<file path="config.mk">
export PLATFORM = sky130hd
export DESIGN_NAME = simd_issue_sequencer
export DESIGN_NICKNAME = d
export VERILOG_FILES = /design/src/rtl/simd_issue_sequencer.sv
export SDC_FILE = /design/constraint.sdc
export NUM_CORES = 2
export LEC_CHECK = 0
export ABC_CLOCK_PERIOD_IN_PS = 4900
export CAP_MARGIN = 10
export CORE_MARGIN = 2
export CORE_UTILIZATION = 50
export CTS_CLUSTER_DIAMETER = 120
export DETAILED_ROUTE_END_ITERATION = 10
export PLACE_DENSITY_LB_ADDON = 0.1
export SYNTH_ARGS = -nofsm -noshare
export SYNTH_HDL_FRONTEND = slang
export SYNTH_SLANG_ARGS = --single-unit
</file>
<file path="constraint.sdc">
create_clock -name clk -period 4.9 [get_ports clk]
set_clock_uncertainty 0.1 [all_clocks]
set_input_delay 0.49 -clock clk [delete_from_list [all_inputs] [get_ports clk]]
set_output_delay 0.49 -clock clk [all_outputs]
set_load 0.01 [all_outputs]
</file>
<file path="src/rtl/simd_issue_sequencer.sv">
// SIMD issue sequencer: packs per-core aggregation tasks into one 8-bit-per-core beat,
// issues it to the array, waits for all enabled cores to complete, then retires it while
// tracking each core's aggregation progress (new accumulation vs. continuation).
module simd_issue_sequencer #(
    parameter int unsigned CORE_NUM = 64,
    parameter int unsigned CORE_W   = 6,
    parameter int unsigned TIMEOUT  = 16,
    parameter int unsigned CNT_W    = 8
) (
    input  logic                    clk,
    input  logic                    rst,
    input  logic                    task_valid,
    output logic                    task_ready,
    input  logic [CORE_W-1:0]       task_core,
    input  logic                    task_op,
    input  logic                    task_tag,
    input  logic [5:0]              task_addr,
    input  logic                    flush,
    input  logic [CORE_NUM-1:0]     core_done,
    output logic [8*CORE_NUM-1:0]   instr_o,
    output logic [CORE_NUM-1:0]     en_o,
    output logic [CORE_NUM-1:0]     first_o,
    output logic                    instr_valid,
    output logic                    busy,
    output logic [15:0]             beat_cnt
);

    localparam int unsigned IDLE_W = $clog2(TIMEOUT) + 1;
    // The counter value seen in the last idle cycle; the increment at that edge would
    // reach TIMEOUT-1, which is where the partial beat gets issued.
    localparam logic [IDLE_W-1:0] IDLE_LAST = IDLE_W'(TIMEOUT - 2);

    typedef enum logic [1:0] {StCollect, StIssue, StWait, StRetire} state_e;

    state_e                 r_state;
    logic [CORE_NUM-1:0]    r_slot_full;
    logic [CORE_NUM-1:0]    r_slot_op;
    logic [CORE_NUM-1:0]    r_slot_tag;
    logic [5:0]             r_slot_addr [CORE_NUM];
    logic [CNT_W-1:0]       r_agg_cnt   [CORE_NUM];
    logic [CORE_NUM-1:0]    r_done_seen;
    logic [IDLE_W-1:0]      r_idle_cnt;
    logic [15:0]            r_beat_cnt;
    logic [8*CORE_NUM-1:0]  r_instr;
    logic [CORE_NUM-1:0]    r_en;
    logic [CORE_NUM-1:0]    r_first;
    logic                   r_instr_valid;
    logic                   r_busy;

    logic                   w_accept;
    logic [CORE_NUM-1:0]    w_sel;
    logic [CORE_NUM-1:0]    w_write;
    logic [CORE_NUM-1:0]    w_full_nxt;
    logic [CORE_NUM-1:0]    w_agg_zero;
    logic [8*CORE_NUM-1:0]  w_instr_nxt;
    logic                   w_timeout;
    logic                   w_issue;
    logic                   w_done_all;

    // Ready is combinational through task_core so a free slot accepts in the same cycle.
    assign task_ready = (r_state == StCollect) && !r_slot_full[task_core];
    assign w_accept   = task_valid && task_ready;
    assign w_sel      = CORE_NUM'(1) << task_core;
    assign w_write    = w_accept ? w_sel : '0;
    assign w_full_nxt = r_slot_full | w_write;
    assign w_timeout  = !w_accept && (|r_slot_full) && (r_idle_cnt == IDLE_LAST);
    assign w_issue    = (r_state == StCollect) &&
                        ((&w_full_nxt) || (flush && (|w_full_nxt)) || w_timeout);
    assign w_done_all = (((r_done_seen | (core_done & r_en)) & r_en) == r_en);

    assign instr_o     = r_instr;
    assign en_o        = r_en;
    assign first_o     = r_first;
    assign instr_valid = r_instr_valid;
    assign busy        = r_busy;
    assign beat_cnt    = r_beat_cnt;

    // Pack the beat from post-write slot contents so a task accepted on the issue edge rides along.
    always_comb begin
        w_instr_nxt = '0;
        w_agg_zero  = '0;
        for (int i = 0; i < int'(CORE_NUM); i++) begin
            w_agg_zero[i] = (r_agg_cnt[i] == '0);
            if (w_write[i]) begin
                w_instr_nxt[8*i +: 8] = {task_op, task_tag, task_addr};
            end else if (r_slot_full[i]) begin
                w_instr_nxt[8*i +: 8] = {r_slot_op[i], r_slot_tag[i], r_slot_addr[i]};
            end
        end
    end

    // Per-core task slots: written on accept, all cleared when the beat retires.
    always_ff @(posedge clk or negedge rst) begin
        if (!rst) begin
            r_slot_full <= '0;
            r_slot_op   <= '0;
            r_slot_tag  <= '0;
            for (int i = 0; i < int'(CORE_NUM); i++) begin
                r_slot_addr[i] <= '0;
            end
        end else if (r_state == StRetire) begin
            r_slot_full <= '0;
        end else begin
            for (int i = 0; i < int'(CORE_NUM); i++) begin
                if (w_write[i]) begin
                    r_slot_full[i] <= 1'b1;
                    r_slot_op[i]   <= task_op;
                    r_slot_tag[i]  <= task_tag;
                    r_slot_addr[i] <= task_addr;
                end
            end
        end
    end

    // Aggregation progress: a tagged task closes the accumulation, otherwise count up (saturating).
    always_ff @(posedge clk or negedge rst) begin
        if (!rst) begin
            for (int i = 0; i < int'(CORE_NUM); i++) begin
                r_agg_cnt[i] <= '0;
            end
        end else if (r_state == StRetire) begin
            for (int i = 0; i < int'(CORE_NUM); i++) begin
                if (r_en[i]) begin
                    if (r_slot_tag[i]) begin
                        r_agg_cnt[i] <= '0;
                    end else if (r_agg_cnt[i] != '1) begin
                        r_agg_cnt[i] <= r_agg_cnt[i] + CNT_W'(1);
                    end
                end
            end
        end
    end

    // Beat FSM with registered outputs, idle timer, completion tracking and beat counter.
    always_ff @(posedge clk or negedge rst) begin
        if (!rst) begin
            r_state       <= StCollect;
            r_done_seen   <= '0;
            r_idle_cnt    <= '0;
            r_beat_cnt    <= '0;
            r_instr       <= '0;
            r_en          <= '0;
            r_first       <= '0;
            r_instr_valid <= 1'b0;
            r_busy        <= 1'b0;
        end else begin
            unique case (r_state)
                StCollect: begin
                    if (w_issue) begin
                        r_state       <= StIssue;
                        r_instr       <= w_instr_nxt;
                        r_en          <= w_full_nxt;
                        r_first       <= w_full_nxt & w_agg_zero;
                        r_instr_valid <= 1'b1;
                        r_busy        <= 1'b1;
                        r_idle_cnt    <= '0;
                    end else if (w_accept || !(|r_slot_full)) begin
                        r_idle_cnt <= '0;
                    end else begin
                        r_idle_cnt <= r_idle_cnt + IDLE_W'(1);
                    end
                end
                StIssue: begin
                    // Completion seen during the issue cycle is deliberately not captured.
                    r_instr_valid <= 1'b0;
                    r_done_seen   <= '0;
                    r_state       <= StWait;
                end
                StWait: begin
                    r_done_seen <= r_done_seen | (core_done & r_en);
                    if (w_done_all) begin
                        r_state <= StRetire;
                    end
                end
                StRetire: begin
                    r_beat_cnt <= r_beat_cnt + 16'd1;
                    r_instr    <= '0;
                    r_en       <= '0;
                    r_first    <= '0;
                    r_busy     <= 1'b0;
                    r_state    <= StCollect;
                end
                default: begin
                    r_state <= StCollect;
                end
            endcase
        end
    end

endmodule

</file>
## Word-level counts from Yosys, hierarchy flattened

Index checks and enable logic that the tools add are counted.

| cells by class | value |
|---|---|
| muxes and demuxes | 339 |
| shift operators | 1 |
| order comparisons | 1 |
| $add $sub $neg | 66 |
| reduce and logical (&&, ||, !) cells | 342 |
| eq/ne operators | 71 |
| bitwise gates (word level) | 6 |

Operators by type and width:

| kind | number |
|---|---|
| $mux 8 | 256 |
| $pmux 512 s2 | 1 |
| $add 8x1->8 const B | 64 |
| $logic_not 8->1 | 64 |
| $mux 512 | 1 |
| $ne 8x8->1 const B | 64 |
| $pmux 64 s2 | 3 |
| $reduce_bool 2->1 | 131 |
| $mux 64 | 4 |
| $and 64x64->64 | 3 |
| $reduce_and 3->1 | 64 |
| $reduce_and 2->1 | 67 |
| $or 64x64->64 | 2 |
| $reduce_or 64->1 | 2 |
| $mux 1 | 66 |
| $eq 64x64->1 | 1 |
| $reduce_and 64->1 | 1 |
| $shl 1x6->64 const A | 1 |
| $add 16x1->16 const B | 1 |
| $mux 5 | 2 |
| $pmux 2 s4 | 1 |
| $lt 6x7->1 const B | 1 |
| $bmux 1 s6 | 1 |
| $logic_and 1x1->1 | 6 |
| other kinds (11) | 19 |

| word-level totals | value |
|---|---|
| input bits | 82 |
| word-level logic and storage cells | 1155 |
| flip-flop bits (word level) | 1817 |
| output and inout bits | 659 |

## Depth between registers and ports, before layout

| depth | value |
|---|---|
| depth after elaboration | 14 |
| gate-level depth with buffers | 18 |
| depth with buffers taken out | 12 |

## Worst setup path after synthesis

No wires, ideal clock.

| timing path | value |
|---|---|
| kind | input port to flip-flop |
| from | input task_core[1] |
| to | register r_state[1] |
| stages on the path | 16 |
| buffers on the path | 6 |
| library setup time | 0.125 ns |
| required time | 4.675 ns |
| setup slack | 0.947 ns |
| arrival time | 3.728 ns |
| path through | buf_6 -> buf_8 -> buf_6 -> mux4_2 -> a22oi_2 -> o2111ai_1 -> o31ai_4 -> buf_4 -> a31oi_1 -> nor4_1 -> nand3_1 -> or4_1 -> buf_2 -> clkbuf_1 -> a31oi_1 -> mux2_2 |

| on the way | value |
|---|---|
| longest elaborated chain between the ends | 14 |
| elaborated cells on any way between the ends | 19 |
| those cells by class | 1 x eq/ne; 1 x shift; 3 x mux; 1 x bitwise; 13 x reduce/logical |

RTL lines:

| what | RTL line | text |
|---|---|---|
| start: declaration | 14 | `input logic [CORE_W-1:0] task_core,` |
| $bmux 1 s6 | 61 | `assign task_ready = (r_state == StCollect) && !r_slot_full[task_core];` |
| $mux 1 (implied by the code) | 61 |  |
| $logic_not 1->1 | 61 |  |
| $logic_and 1x1->1 | 61 |  |
| $logic_and 1x1->1 | 62 | `assign w_accept = task_valid && task_ready;` |
| $mux 64 | 64 | `assign w_write = w_accept ? w_sel : '0;` |
| $or 64x64->64 | 65 | `assign w_full_nxt = r_slot_full \| w_write;` |
| $reduce_or 64->1 | 68 | `((&w_full_nxt) \|\| (flush && (\|w_full_nxt)) \|\| w_timeout);` |
| $logic_and 1x1->1 | 68 |  |
| $logic_or 1x1->1 | 68 |  |
| $logic_or 1x1->1 (*) | 68 |  |
| $logic_and 1x1->1 (*) | 67 | `assign w_issue = (r_state == StCollect) &&` |
| $ne 2x2->1 (no source line) (*) | -- |  |
| $reduce_and 2->1 (no source line) (*) | -- |  |
| end signal: assignment | 137 | `r_state <= StCollect;` |
| end signal: assignment | 150 | `r_state <= StIssue;` |
| end signal: assignment | 167 | `r_state <= StWait;` |
| end: declaration | 35 | `state_e r_state;` |

Mark *: on every way between the ends. The rest lies on a longest branch, timed or not. The select of a mux whose other input is x is not followed.
A chain may end at the register's enable or synchronous reset.

## Final worst setup path

| timing path | value |
|---|---|
| from | register r_state[0] |
| to | register r_instr[78], in the netlist instr_o[78] |

| on the way | value |
|---|---|
| longest elaborated chain between the ends | 12 |
| elaborated cells on any way between the ends | 21 |
| those cells by class | 2 x eq/ne; 4 x mux; 1 x bitwise; 14 x reduce/logical |

RTL lines:

| what | RTL line | text |
|---|---|---|
| $logic_not 2->1 | 61, 67, 147 |  |
| $logic_and 1x1->1 | 61 |  |
| $logic_and 1x1->1 | 62 |  |
| $mux 64 | 64 |  |
| $or 64x64->64 | 65 |  |
| $reduce_or 64->1 | 68 |  |
| $logic_and 1x1->1 | 68 |  |
| $logic_or 1x1->1 (2 in a row) | 68 |  |
| $logic_and 1x1->1 | 67 |  |
| $ne 2x2->1 (no source line) | -- |  |
| $reduce_and 2->1 (no source line) | -- |  |
| end signal: assignment | 151 | `r_instr <= w_instr_nxt;` |
| end: declaration | 44 | `logic [8*CORE_NUM-1:0] r_instr;` |

Several ways; a longest one is shown, not always the timed one. The select of a mux whose other input is x is not followed.

==> out/metrics.yaml <==
floorplan:
  ios: 741
  die-area_sq_um: 185000
  rows: 156
  core_area_sq_um: 181000
  die_h_microns: 430
  start_util_pct: 50.2
  fp.dieW_microns: 430
critical_path:
  worstSetupStartpointType: "register"
  cp_max_fo: 21
  timing_worst_setup_path_type: "reg2reg"
  critPathRequiredTime_ns: 5.58
  r2r_cells: 18
  crit_path_end_kind: "register"
  cp.arrival_ns: 5.45
cells_and_area:
  multi_input_area_sq_um: 41400
  final_area_sq_um: 111000
  nets: 9460
  stdcell_count: 11800
  seqCellArea_sq_um: 45500
  area_growth_pct: 21.9
  fillers: 14600
  drive_above_1_share_pct: 22.2
logic_synthesis:
  yosysTopAreaCellShare_pct: 50.1
  synth.avg_cell_area_sq_um: 10.8
  synthFlopType: "dfrtp_1"
  synth_top_family_by_area: "compound AO/OA/AOI/OAI gates"
  synth_area_leaders: "dfrtp_1, a2bb2oi_2, mux2_2"
  syn-num-nets: 8619
  yosysUniqueCellTypes: 80
  synthSimpleGateAreaFrac_pct: 13.2
  yosysTopAreaCell: "dfrtp_1"
  synth-async-reset-ratio_pct: 100
  synthCells: 8401
  synthXorXnorAreaFrac_pct: 0.695
  ys_seq_area_share_pct: 50.1
  ys_seq_elements: 1817
  synthMuxAreaShare_pct: 7.63
  synthAdderAreaFrac_pct: 1.88
  synth_warnings: 0
  synth_compound_area_share_pct: 21.9
  netlist_area_sq_um: 90700
  synth_edf_count: 0
clock_tree:
  cts_sinks: 1817
  clk_latency_ns: 0.86
  cts_tree: "built"
  cts_max_level: 4
  clock_path_buffers: 3
  cts_buffers: 195
  cts_root_buf: "clkbuf_16"
  clk_pin_slew_ns: 0.06
timing:
  setup_viol: 0
  slew_headroom_pct: 14.3
  setup_tns_ns: 0
  worstMarginPinSlew_ns: 1.28
  rsz0062_at_grt: "false"
  period_share_pct: 97.5
  min_period_ns: 4.78
  max_freq_mhz: 209
  hold_violations: 0
  slew_violations: 0
route:
  wl_met3_microns: 22500
  wirelength_microns: 310000
  dr_wl_met2_microns: 143000
  vias: 73900
  wl_met1_microns: 131000
  maxUsedRoutingLayer: "met5"
  ant_nets: 0
  first_pass_iters: 6
  drt_iter0_drc: 7421
  drt-wirelength-per-cell_microns: 26.3
  drc: 0
  drt-vias-per-instance: 6.27
placement:
  place_area_sq_um: 104000
  dp_cells: 11400
  io_buffers: 740
  place.gp.congestion: 0.956
  hpwlAfterDp_microns: 224000
outcome:
  status: "finished clean"
global_routing:
  grt_max_degree: 135
  gr-total-overflow: 0
  gr-usage-all-layers_pct: 32.9
  grt_pass1_vias: 70700
  antenna_found_initial: 21
  grt_pass1_wl_microns: 462000
min_path:
  hp-class: "in2async"
power_and_ir_drop:
  power.density_nw_per_um2: 589
  leakagePower_nw: 47.3
  peakVddDrop_uv: 486
run:
  cap_violations: 0
[routing by layer]
layer | vias up | GRT usage [%]
met5 | - | 0
met4 | 6 | 13.9
met3 | 526 | 5.64
met2 | 2858 | 51.1
met1 | 37700 | 45.6
li1 | 32900 | -
[cell usage in the layout (no fill, tap or decap), types with 41 or more instances in the layout]
cell type	count
dfrtp_1	1817
nand2_1	839
clkdlybuf4s50_1	730
buf_4	533
mux2_2	531
a221oi_1	504
nor2_1	503
a2bb2oi_2	460
o21ai_0	428
nor3_1	365
a21oi_1	269
inv_1	229
clkbuf_16	200
nand3_1	194
a31oi_1	137
ha_1	134
mux2i_1	87
buf_12	86
nand2b_1	72
nor2b_1	67
or2_2	65
o211ai_1	64
nor4b_1	60
nand4_1	56
o41ai_1	54
and3_1	51
a22oi_1	48
nor4_1	46
a21o_1	46
o21bai_1	46
a2bb2oi_1	45
a311o_1	44
and2_1	43
o311ai_1	43
xor2_1	41
clkbuf_1	41
clkbuf_8	41
[sequential cells by signal, summed over array words and instances, names as in the netlist]
| register | cells |
|---|---|
| en_o | 64 |
| r_slot_op | 64 |
| r_slot_tag | 64 |
| r_agg_cnt | 512 |
| r_idle_cnt | 5 |
| busy | 1 |
| instr_valid | 1 |
| instr_o | 512 |
| first_o | 64 |
| r_slot_full | 64 |
| beat_cnt | 16 |
| r_state | 2 |
| r_done_seen | 64 |
| r_slot_addr | 384 |
[worst max-delay path, cell delays in order, from the launching register on]
cell and delay, ns:
dfrtp_1 0.45, inv_1 0.17, ha_4 0.25, nand2_1 0.18, buf_4 0.19, nor2_2 0.20, buf_4 0.16, o2111ai_1 0.14
nand2_1 0.26, o2111ai_1 0.19, nor3_1 0.22, buf_4 0.15, nand3_1 0.17, or4_2 0.74, a31oi_4 0.31, buf_12 0.22
buf_12 0.18, buf_12 0.20, a2bb2oi_2 0.15
[worst paths after layout]
check	to	startpoint	slack, ns
worst max-delay path	instr_o[78]$_DFFE_PN0P_	r_state[0]$_DFFE_PN0P_	0.12
worst min-delay path	beat_cnt[15]$_DFFE_PN0P_	rst	0.14
worst max register to register	instr_o[78]$_DFFE_PN0P_	r_state[0]$_DFFE_PN0P_	0.12
worst min register to register	beat_cnt[15]$_DFFE_PN0P_	beat_cnt[15]$_DFFE_PN0P_	0.37
max in group asynchronous	instr_o[256]$_DFFE_PN0P_	rst	3.20
min in group clk	r_slot_addr[183]$_DFFE_PN0P_	task_addr[3]	0.21
[cells by family after synthesis]
group | after synthesis
AO/OA/AOI/OAI | 2303
XOR/XNOR | 72
adder cells (fa/ha/maj) | 136
buffers and inverters | 941
flip-flops | 1817
multiplexers | 621
AND/OR/NAND/NOR | 2511
[Yosys cell counts, types with 8 or more instances]
master,count
a21o_1,46
a21oi_1,269
a221o_1,15
a221oi_1,504
a22oi_1,48
a2bb2oi_1,45
a2bb2oi_2,460
a311o_1,45
a31o_2,28
a31oi_1,137
and2_1,43
and3_1,51
buf_1,69
buf_2,86
buf_6,51
clkbuf_1,493
dfrtp_1,1817
ha_1,136
inv_1,229
mux2_2,531
mux2i_1,87
nand2_1,839
nand2b_1,73
nand3_1,197
nand3b_1,19
nand4_1,56
nand4b_1,22
nor2_1,507
nor2b_1,68
nor3_1,370
nor4_1,66
nor4b_1,60
o2111ai_1,8
o211ai_1,64
o21ai_0,428
o21bai_1,46
o311ai_1,40
o41ai_1,54
or2_2,65
or3_1,30
or4_1,25
xnor2_1,31
xor2_1,41
[report_power, final]
group	internal, W	switching (W)
Combinational	0.0143	0.0142
Clock	0.00898	0.00631
Sequential	0.0182	0.00306
[metrics by stage]
stage	power, W	hold WS [ns]	util (%)	worst slack (ns)
after CTS	0.0653	0.147	61.1	0.00327
after global placement	0.0492	0.362	57.5	-0.511
final	0.0651	0.142	61.2	0.125
after floorplan	0.0383	0.0944	-	0.947
after detailed placement	0.0498	0.369	57.5	-0.521
after global routing	0.0680	0.177	61.2	0.0396
[layout make-up]
type / instances / area share, %
Multi-Input combinational cell: 5643 / 37.5
Timing Repair Buffer: 1355 / 11.9
Sequential cell: 1817 / 41.1
Inverter: 230 / 0.784
Clock buffer: 281 / 5.16
Tap cell: 2370 / 2.68
Antenna cell: 13 / 0.0294
Clock inverter: 78 / 0.858
[repair_timing]
action | 4_1_cts | 5_1_grt
endpoints found under the setup margin | 0 | 535
resized for setup | 0 | 6
buffers inserted | 0 | 4
hold buffers | 1 | 0
hold endpoints to repair | 80 | 0
No activity file was read; power rests on OpenSTA's default activity.
